`src/rtl/mem_stall_ctrl_pkg.sv`:
```
// Shared definitions for the MEM-stage data-memory stall controller:
// FSM state encoding and default bus widths.
package mem_stall_ctrl_pkg;

    localparam int unsigned DEF_ADDR_W  = 32;
    localparam int unsigned DEF_DATA_W  = 32;
    localparam int unsigned DEF_CNT_W   = 16;
    localparam int unsigned DEF_TIMEOUT = 255;

    localparam logic [1:0] ST_IDLE = 2'd0;
    localparam logic [1:0] ST_WAIT = 2'd1;
    localparam logic [1:0] ST_DONE = 2'd2;

    typedef enum logic [1:0] {
        S_IDLE = ST_IDLE,
        S_WAIT = ST_WAIT,
        S_DONE = ST_DONE
    } state_e;

endpackage

```
`src/rtl/mem_stall_ctrl_if.sv`:
```
// Data-memory req/ack bus between the MEM-stage controller (master) and the
// variable-latency data memory (slave).
interface mem_stall_ctrl_if
    import mem_stall_ctrl_pkg::*;
#(
    parameter int unsigned ADDR_W = DEF_ADDR_W,
    parameter int unsigned DATA_W = DEF_DATA_W
);
    logic              mem_req_o;
    logic              mem_we_o;
    logic [ADDR_W-1:0] mem_addr_o;
    logic [DATA_W-1:0] mem_wdata_o;
    logic              mem_ack_i;
    logic [DATA_W-1:0] mem_rdata_i;

    modport master (
        output mem_req_o, mem_we_o, mem_addr_o, mem_wdata_o,
        input  mem_ack_i, mem_rdata_i
    );

    modport slave (
        input  mem_req_o, mem_we_o, mem_addr_o, mem_wdata_o,
        output mem_ack_i, mem_rdata_i
    );
endinterface

```
`src/rtl/mem_stall_ctrl_sat_counter.sv`:
```
// Saturating up-counter with synchronous clear and increment enable;
// holds at all-ones instead of wrapping.
module sat_counter #(
    parameter int unsigned W = 16
) (
    input  logic         i_clk,
    input  logic         i_rst_n,
    input  logic         i_clr,
    input  logic         i_en,
    output logic [W-1:0] o_cnt
);
    logic [W-1:0] r_cnt;

    always_ff @(posedge i_clk) begin
        if (!i_rst_n) begin
            r_cnt <= '0;
        end else if (i_clr) begin
            r_cnt <= '0;
        end else if (i_en && (r_cnt != '1)) begin
            r_cnt <= r_cnt + W'(1);
        end
    end

    assign o_cnt = r_cnt;
endmodule

```
`src/rtl/mem_stall_ctrl.sv`:
```
// MEM-stage data-memory sequencer: turns a load/store in EX/MEM into a req/ack
// transaction and stalls the pipeline until it completes. Optional watchdog: MEM_TIMEOUT_EN.
module mem_stall_ctrl
    import mem_stall_ctrl_pkg::*;
#(
    parameter int unsigned ADDR_W  = DEF_ADDR_W,
    parameter int unsigned DATA_W  = DEF_DATA_W,
    parameter int unsigned CNT_W   = DEF_CNT_W,
    parameter int unsigned TIMEOUT = DEF_TIMEOUT
) (
    input  logic                clk_i,
    input  logic                rst_i,
    input  logic                MemRead_i,
    input  logic                MemWrite_i,
    input  logic [ADDR_W-1:0]   addr_i,
    input  logic [DATA_W-1:0]   wdata_i,
    mem_stall_ctrl_if.master    mem_if,
    output logic                stall_o,
    output logic [DATA_W-1:0]   rdata_o,
    output logic [CNT_W-1:0]    stall_cnt_o,
    output logic                err_o
);
    if (TIMEOUT == 0) begin : g_bad_timeout
        $error("mem_stall_ctrl: TIMEOUT must be nonzero");
    end

    state_e            r_state;
    logic              r_req;
    logic              r_we;
    logic [ADDR_W-1:0] r_addr;
    logic [DATA_W-1:0] r_wdata;
    logic [DATA_W-1:0] r_rdata;
    logic              w_access;
    logic              w_start;
    logic              w_expire;

    assign w_access = MemRead_i | MemWrite_i;
    assign w_start  = (r_state == S_IDLE) && w_access;
    assign stall_o  = w_start || (r_state == S_WAIT);

`ifdef MEM_TIMEOUT_EN
    localparam int unsigned WD_W = $clog2(TIMEOUT + 1);

    logic [WD_W-1:0] w_wd_cnt;
    logic            r_err;

    // Watchdog counts WAIT cycles; cleared as the access is launched.
    sat_counter #(.W(WD_W)) u_wd_cnt (
        .i_clk   (clk_i),
        .i_rst_n (rst_i),
        .i_clr   (w_start),
        .i_en    (r_state == S_WAIT),
        .o_cnt   (w_wd_cnt)
    );

    assign w_expire = (r_state == S_WAIT) && !mem_if.mem_ack_i &&
                      (w_wd_cnt == WD_W'(TIMEOUT - 1));

    always_ff @(posedge clk_i) begin
        if (!rst_i) begin
            r_err <= 1'b0;
        end else if (w_expire) begin
            r_err <= 1'b1;
        end
    end

    assign err_o = r_err;
`else
    assign w_expire = 1'b0;
    assign err_o    = 1'b0;
`endif

    sat_counter #(.W(CNT_W)) u_stall_cnt (
        .i_clk   (clk_i),
        .i_rst_n (rst_i),
        .i_clr   (1'b0),
        .i_en    (stall_o),
        .o_cnt   (stall_cnt_o)
    );

    // Request sequencing; a simultaneous read+write request is issued as a write.
    always_ff @(posedge clk_i) begin
        if (!rst_i) begin
            r_state <= S_IDLE;
            r_req   <= 1'b0;
            r_we    <= 1'b0;
            r_addr  <= '0;
            r_wdata <= '0;
            r_rdata <= '0;
        end else begin
            case (r_state)
                S_IDLE: begin
                    if (w_access) begin
                        r_addr  <= addr_i;
                        r_wdata <= wdata_i;
                        r_we    <= MemWrite_i;
                        r_req   <= 1'b1;
                        r_state <= S_WAIT;
                    end
                end
                S_WAIT: begin
                    if (mem_if.mem_ack_i) begin
                        if (!r_we) begin
                            r_rdata <= mem_if.mem_rdata_i;
                        end
                        r_req   <= 1'b0;
                        r_state <= S_DONE;
                    end else if (w_expire) begin
                        r_req   <= 1'b0;
                        r_state <= S_DONE;
                    end
                end
                // Request still visible here is the retiring instruction; ignore it.
                S_DONE: begin
                    r_state <= S_IDLE;
                end
                default: begin
                    r_req   <= 1'b0;
                    r_state <= S_IDLE;
                end
            endcase
        end
    end

    assign mem_if.mem_req_o   = r_req;
    assign mem_if.mem_we_o    = r_we;
    assign mem_if.mem_addr_o  = r_addr;
    assign mem_if.mem_wdata_o = r_wdata;
    assign rdata_o            = r_rdata;
endmodule

```
`src/flat_wrapper.sv`:
```
// flat-port wrapper written by rule: the top's interface ports become plain ports
module mem_stall_ctrl_flat import mem_stall_ctrl_pkg::*;
#(
    parameter int unsigned ADDR_W  = DEF_ADDR_W,
    parameter int unsigned DATA_W  = DEF_DATA_W,
    parameter int unsigned CNT_W   = DEF_CNT_W,
    parameter int unsigned TIMEOUT = DEF_TIMEOUT
)
  (clk_i, rst_i, MemRead_i, MemWrite_i, addr_i, wdata_i, stall_o, rdata_o, stall_cnt_o, err_o, mem_if_mem_req_o, mem_if_mem_we_o, mem_if_mem_addr_o, mem_if_mem_wdata_o, mem_if_mem_ack_i, mem_if_mem_rdata_i);
  mem_stall_ctrl_if #(.ADDR_W(ADDR_W), .DATA_W(DATA_W)) mem_if_i ();
  input  logic clk_i;
  input  logic rst_i;
  input  logic MemRead_i;
  input  logic MemWrite_i;
  input  logic [ADDR_W-1:0] addr_i;
  input  logic [DATA_W-1:0] wdata_i;
  output logic stall_o;
  output logic [DATA_W-1:0] rdata_o;
  output logic [CNT_W-1:0] stall_cnt_o;
  output logic err_o;
  output wire logic [$bits(mem_if_i.mem_req_o)-1:0] mem_if_mem_req_o;
  output wire logic [$bits(mem_if_i.mem_we_o)-1:0] mem_if_mem_we_o;
  output wire logic [$bits(mem_if_i.mem_addr_o)-1:0] mem_if_mem_addr_o;
  output wire logic [$bits(mem_if_i.mem_wdata_o)-1:0] mem_if_mem_wdata_o;
  input wire logic [$bits(mem_if_i.mem_ack_i)-1:0] mem_if_mem_ack_i;
  input wire logic [$bits(mem_if_i.mem_rdata_i)-1:0] mem_if_mem_rdata_i;
  assign mem_if_mem_req_o = mem_if_i.mem_req_o;
  assign mem_if_mem_we_o = mem_if_i.mem_we_o;
  assign mem_if_mem_addr_o = mem_if_i.mem_addr_o;
  assign mem_if_mem_wdata_o = mem_if_i.mem_wdata_o;
  assign mem_if_i.mem_ack_i = mem_if_mem_ack_i;
  assign mem_if_i.mem_rdata_i = mem_if_mem_rdata_i;
  mem_stall_ctrl #(.ADDR_W(ADDR_W), .DATA_W(DATA_W), .CNT_W(CNT_W), .TIMEOUT(TIMEOUT)) u_core (.clk_i(clk_i), .rst_i(rst_i), .MemRead_i(MemRead_i), .MemWrite_i(MemWrite_i), .addr_i(addr_i), .wdata_i(wdata_i), .mem_if(mem_if_i), .stall_o(stall_o), .rdata_o(rdata_o), .stall_cnt_o(stall_cnt_o), .err_o(err_o));
endmodule
```
`config.mk`:
```
export PLATFORM = sky130hd
export DESIGN_NAME = mem_stall_ctrl_flat
export DESIGN_NICKNAME = d
export VERILOG_FILES = /design/src/rtl/mem_stall_ctrl_pkg.sv /design/src/rtl/mem_stall_ctrl_if.sv /design/src/rtl/mem_stall_ctrl_sat_counter.sv /design/src/rtl/mem_stall_ctrl.sv /design/src/flat_wrapper.sv
export SDC_FILE = /design/constraint.sdc
export NUM_CORES = 1
export LEC_CHECK = 0
export ABC_AREA = 1
export CORE_ASPECT_RATIO = 0.6
export CORE_MARGIN = 2
export CORE_UTILIZATION = 46
export DETAILED_ROUTE_END_ITERATION = 6
export PLACE_DENSITY = 0.87
export SETUP_SLACK_MARGIN = 0.5
export SYNTH_ARGS = -nofsm -noshare
export SYNTH_HDL_FRONTEND = slang
export SYNTH_HIERARCHICAL = 1
export SYNTH_SLANG_ARGS = --single-unit
```
`constraint.sdc`:
```
create_clock -name clk_i -period 2.6 [get_ports clk_i]
set_input_delay 0.52 -clock clk_i [delete_from_list [all_inputs] [get_ports clk_i]]
set_output_delay 0.52 -clock clk_i [all_outputs]
set_load 0.01 [all_outputs]
```
# Word-level counts from Yosys, hierarchy flattened
# Cells that the tools add are included.
[word_totals]
elab_cells = 30
output_inout_bits = 116
ff_bits = 116
input_bits = 101
[op_classes]
n_bitwise = 3
addsub = 1
n_mux = 6
reduce_logical = 8
n_eq_ne = 5
[ops]
columns = ["operator", "n"]
rows = [
  ["adder 16 x 1 -> 16 bit, second input constant", 1],
  ["inequality test 16 bit, second input constant", 1],
  ["AND reduction 3 bit", 2],
  ["two-way mux 2 bit", 2],
  ["case mux 2 bit (2 select lines)", 1],
  ["AND reduction 2 bit", 2],
  ["case mux 1 bit (3 select lines)", 1],
  ["== test 2 x 1 -> 1 bit, second input constant", 1],
  ["== test 2 bit, second input constant", 1],
  ["logical AND 1 bit", 2],
  ["logical NOT 2 bit", 1],
  ["two-way mux 1 bit", 2],
  ["inequality test 2 x 1 -> 1 bit, second input constant", 1],
  ["inequality test 2 bit, second input constant", 1],
  ["NOT 1 bit", 2],
  ["logical OR 1 bit", 1],
  ["OR 1 bit", 1],
]

# Depth between registers and ports, before layout
[depth]
ltp_word = 4
ltp_mapped = 14

# Hierarchy
# Netlist, hierarchy kept.
[by_module_without_submodules]
columns = ["mod", "cells_per_inst", "seq_area_each_um2", "instances", "area_each_um2"]
rows = [
  ["mem_stall_ctrl", 595, 2001.9, 1, 4295.4],
  ["sat_counter", 153, 320.3, 1, 910.9],
]

# Worst setup path before layout
# OpenSTA, ideal clock, no wires.
[synth_timing]
kind = "input to register"
startpoint = "in MemWrite_i"
endpoint = "reg u_core.u_stall_cnt.r_cnt[8] (netlist: u_core/u_stall_cnt/o_cnt[8])"
stages = 14
setup_ps = 113
n_path_buf = 1
setup_slack_ps = 792
t_required_ps = 2487
t_arrival_ps = 1695
path_cell_list = "inv_1 > nand2_1 > buf_2 > nand2_1 > nand2_1 > nand2_1 > inv_1 > nand2_1 > inv_1 > nand2_1 > nor2_1 > nand2_1 > nand2_1 > nor2_1"
[synth_via]
elab_chain_len = 4
[synth_lines]
columns = ["element", "line", "rtl"]
rows = [
  ["start, declared", "flat_wrapper.sv:14", "input logic MemWrite_i;"],
  ["OR 1 bit", "mem_stall_ctrl.sv:37", "assign w_access = MemRead_i | MemWrite_i;"],
  ["logical AND 1 bit", "mem_stall_ctrl.sv:38", "assign w_start = (r_state == S_IDLE) && w_access;"],
  ["logical OR 1 bit", "mem_stall_ctrl.sv:39", "assign stall_o = w_start || (r_state == S_WAIT);"],
  ["via stall_o", "flat_wrapper.sv:17", "output logic stall_o;"],
  ["logical AND 1 bit", "mem_stall_ctrl_sat_counter.sv:19", "end else if (i_en && (r_cnt != '1)) begin"],
  ["end signal, assigned", "mem_stall_ctrl_sat_counter.sv:20", "r_cnt <= r_cnt + W'(1);"],
  ["end, declared", "mem_stall_ctrl_sat_counter.sv:12", "logic [W-1:0] r_cnt;"],
]
# The timed path passes the listed nets, and every way through them passes these cells.
# A chain may end at the register's enable or synchronous reset.

# Worst setup path after layout
[layout_timing]
startpoint = "in MemRead_i"
endpoint = "out stall_o"
[layout_via]
elab_chain_len = 3
[layout_lines]
columns = ["element", "line", "rtl"]
rows = [
  ["start, declared", "flat_wrapper.sv:13", "input logic MemRead_i;"],
  ["OR 1 bit", "mem_stall_ctrl.sv:37", ""],
  ["logical AND 1 bit", "mem_stall_ctrl.sv:38", ""],
  ["logical OR 1 bit", "mem_stall_ctrl.sv:39", ""],
  ["end, declared", "flat_wrapper.sv:17", ""],
]
# Every way passes these cells.

==> results.yml <==
global_routing:
  overflow: 0
  grt_util_all_layers_pct: 23.5
  grt_max_degree: 129
  via_count_of_the_first_global_routing_pass: 4740
  grt_pass1_wl_um: 23200
  antenna_violations_before_repair: 0
synth:
  synthesis.instances: 748
  syn-mean-instance-area_um2: 6.96
  post_synth_instance_area_um2: 5210
  synth_cell_types: 20
  synth.ff_latch_count: 116
  sequential_cell_area_fraction_in_the_yosys_report_pct: 44.6
  ys.warnings.count: 6
sta:
  layout_worst_path_cycle_share_pct: 78.4
  final-hold-violation-count: 0
  clock-skew-final_ns: 0.0150
  slew_headroom_pct: 57.0
  fin_crit_period_ns: 2.04
  tightest_slew_ns: 0.645
  rsz0062_at_grt: "no"
  achievable-frequency_mhz: 490
  fin_setup_tns_ns: 0
  report.final.slew_viol_count: 0
  timing.final.setup_violations: 0
place:
  post_dp_cell_area_um2: 7400
  dp_hpwl_um: 9680
  finalWeightedCongestion: 0.922
  numPortBuffers: 215
power:
  irDropWorstVdd_v: 0.000529
  power.share.combinational_pct: 19.2
  netSwitchingFraction_pct: 24.6
  power.sequential.fraction_pct: 36.4
  cellLeakagePower_nw: 3.37
  power_density_nw_per_um2: 689
  clockPowerShare_pct: 44.4
  power.net_switching_mw: 1.36
  internal-power_mw: 4.17
clock_tree:
  cts-hold-fix-buffers: 0
  tritoncts.num_buffers: 17
  cts_root_buffer: "sky130_fd_sc_hd__clkbuf_16"
  clock_slew_seen_by_the_registers_of_the_worst_setup_and_hold_paths_ns: 0.05
  post_cts.repair.setup_buffers: 0
  cts.sink_count: 116
  worstSkewPairLatency_ns: 0.41
  clock_tree.buffer_depth: 2
  htree_num_levels: 4
  cts_tree: "yes"
worst_hold_path:
  worst_hold_path_type: "reg -> reg"
  hold_path.startpoint: "u_core/rdata_o[15]"
setup_path:
  worstSetupStartpointType: "primary input"
  crit_start: "MemRead_i"
  worst_ep_arrival_time_ns: 1.52
  r2r_start: "u_core/u_stall_cnt/o_cnt[0]"
  cp-end-kind: "primary output"
  critical_path_peak_fanout: 2
  cp_data_required_time_ns: 2.08
  flop2flop_setup_slack_ns: 0.86
  critPathKind: "in -> out"
drt:
  routed_wirelength_um: 14600
  vias: 5413
  via_per_inst: 4.93
  initialDrtViolationCount: 292
  postRouteAntennaNets: 0
  routed_wire_length_per_instance_um: 13.3
  firstDrtPassIters: 5
  number_of_remaining_drc_errors: 0
floorplanning:
  core.rowCount: 30
  design.die.area_um2: 12200
  initial_utilization_pct: 46.7
  design.portCount: 217
  chipWidth_um: 141
  core-area_um2: 11100
  die_h_um: 86.4
status:
  run_status: "complete, no violations"
final_layout:
  nNetsFinal: 1044
  finish.instance_area_um2: 8030
  fillerInstances: 856
  area_growth_syn_to_layout_pct: 54.1
  final_layout_size_suffix_gt1_share_pct: 5.65
  diodes: 0
run:
  maxCapViolations: 0
## sequential cells by signal (all words and copies together), names as in the netlist
signal / flops
u_core/u_stall_cnt/o_cnt: 16
u_core/mem_if.mem_req_o: 1
u_core/mem_if.mem_wdata_o: 32
u_core/mem_if.mem_addr_o: 32
u_core/mem_if.mem_we_o: 1
u_core/r_state: 2
u_core/rdata_o: 32
## power by group through the flow
stage                     Sequential [mW]  Clock, mW  Combinational (mW)
final                                2.01       2.45                1.06
after global routing                 2.03       2.57                1.17
after CTS                            2.01       2.49                1.07
after detailed placement             2.05          0                1.06
after global placement               2.04          0                1.05
after floorplan                      2.11          0               0.461
## cell usage in the layout (no fill, tap or decap), types with 2 or more instances in the layout
cell type	n
sky130_fd_sc_hd__conb_1	2
sky130_fd_sc_hd__buf_4	10
sky130_fd_sc_hd__clkdlybuf4s50_1	213
sky130_fd_sc_hd__buf_12	2
sky130_fd_sc_hd__nand3b_1	66
sky130_fd_sc_hd__dfxtp_1	116
sky130_fd_sc_hd__bufinv_16	4
sky130_fd_sc_hd__inv_1	52
sky130_fd_sc_hd__clkbuf_16	17
sky130_fd_sc_hd__a21oi_1	78
sky130_fd_sc_hd__nor2_2	6
sky130_fd_sc_hd__nand2_1	144
sky130_fd_sc_hd__clkbuf_8	3
sky130_fd_sc_hd__o21ai_0	3
sky130_fd_sc_hd__clkinv_2	5
sky130_fd_sc_hd__nand4_1	4
sky130_fd_sc_hd__clkbuf_1	2
sky130_fd_sc_hd__nand2_2	2
sky130_fd_sc_hd__nor2_1	172
sky130_fd_sc_hd__nand3_1	46
## metal layers
metal | vias up | GRT usage (%) | share of wire, %
met5 | - | 0 | 0
met4 | 0 | 6.82 | 1.2
met3 | 17 | 8.34 | 9.8
met2 | 217 | 37.0 | 45
met1 | 2427 | 30.8 | 44
li1 | 2752 | - | -
## Yosys cell counts
cell,n,area share (%)
sky130_fd_sc_hd__a21oi_1,78,7.5
sky130_fd_sc_hd__buf_1,7,0.50
sky130_fd_sc_hd__buf_2,35,3.4
sky130_fd_sc_hd__buf_4,6,0.87
sky130_fd_sc_hd__clkbuf_1,4,0.29
sky130_fd_sc_hd__conb_1,1,0.072
sky130_fd_sc_hd__dfxtp_1,116,45
sky130_fd_sc_hd__ha_1,1,0.24
sky130_fd_sc_hd__inv_1,52,3.7
sky130_fd_sc_hd__inv_2,1,0.072
sky130_fd_sc_hd__nand2_1,146,11
sky130_fd_sc_hd__nand2_2,1,0.12
sky130_fd_sc_hd__nand3_1,46,4.4
sky130_fd_sc_hd__nand3b_1,66,9.5
sky130_fd_sc_hd__nand4_1,4,0.48
sky130_fd_sc_hd__nor2_1,173,12
sky130_fd_sc_hd__nor2_2,6,0.72
sky130_fd_sc_hd__nor3_1,1,0.096
sky130_fd_sc_hd__o21ai_0,3,0.29
sky130_fd_sc_hd__o21ai_1,1,0.096
## per-stage QoR
step | util [%] | hold WS (ns) | total power, mW | setup WS (ns) | cells
after floorplan | - | 0.506 | 2.58 | 0.792 | 749
after global placement | 66.4 | 0.458 | 3.09 | 0.112 | 1067
after detailed placement | 66.4 | 0.470 | 3.11 | 0.104 | 1067
after CTS | 72.0 | 0.482 | 5.57 | 0.536 | 1099
after global routing | 72.0 | 0.496 | 5.77 | 0.507 | 1099
final | 72.0 | 0.478 | 5.53 | 0.561 | 1099
## worst max-delay path: stages
cell	delay, ns
sky130_fd_sc_hd__clkdlybuf4s50_1	0.48
sky130_fd_sc_hd__inv_1	0.07
sky130_fd_sc_hd__nand2_4	0.10
sky130_fd_sc_hd__nand2_1	0.09
sky130_fd_sc_hd__nand2_2	0.11
sky130_fd_sc_hd__buf_2	0.14
## worst paths after layout
check | to | cells after the start
setup / recovery | stall_o | 6
hold / removal | u_core/rdata_o[15] | 2
setup reg to reg | u_core/u_stall_cnt/o_cnt[15] | 7
hold reg to reg | u_core/rdata_o[15] | 2
## repair_timing
item	4_1_cts	5_1_grt
pin swaps	1	1
setup endpoints to repair	1	1
gates resized for setup	5	0
cloned	0	0
## kinds of logic (layout without fill, tap and decap cells)
| group | Yosys count | count (layout) | share of synthesized area (%) |
|---|---|---|---|
| simple gates | 443 | 443 | 38.4 |
| other cells | 1 | 2 | 0.0720 |
| flops | 116 | 116 | 44.6 |
| compound gates | 82 | 82 | 7.88 |
| buf+inv | 105 | 311 | 8.84 |
| fa+ha+maj | 1 | 1 | 0.240 |
## final cells by class
cell class / count / area [um^2] / share of cell area [%]
Multi-Input combinational cell: 528 / 2440 / 30.5
Sequential cell: 116 / 2320 / 28.9
Inverter: 53 / 199 / 2.48
Clock inverter: 10 / 153 / 1.90
Clock buffer: 22 / 474 / 5.91
Tap cell: 144 / 180 / 2.25
Timing Repair Buffer: 226 / 2250 / 28.1
Note: power is estimated with default switching activity, not from simulation.
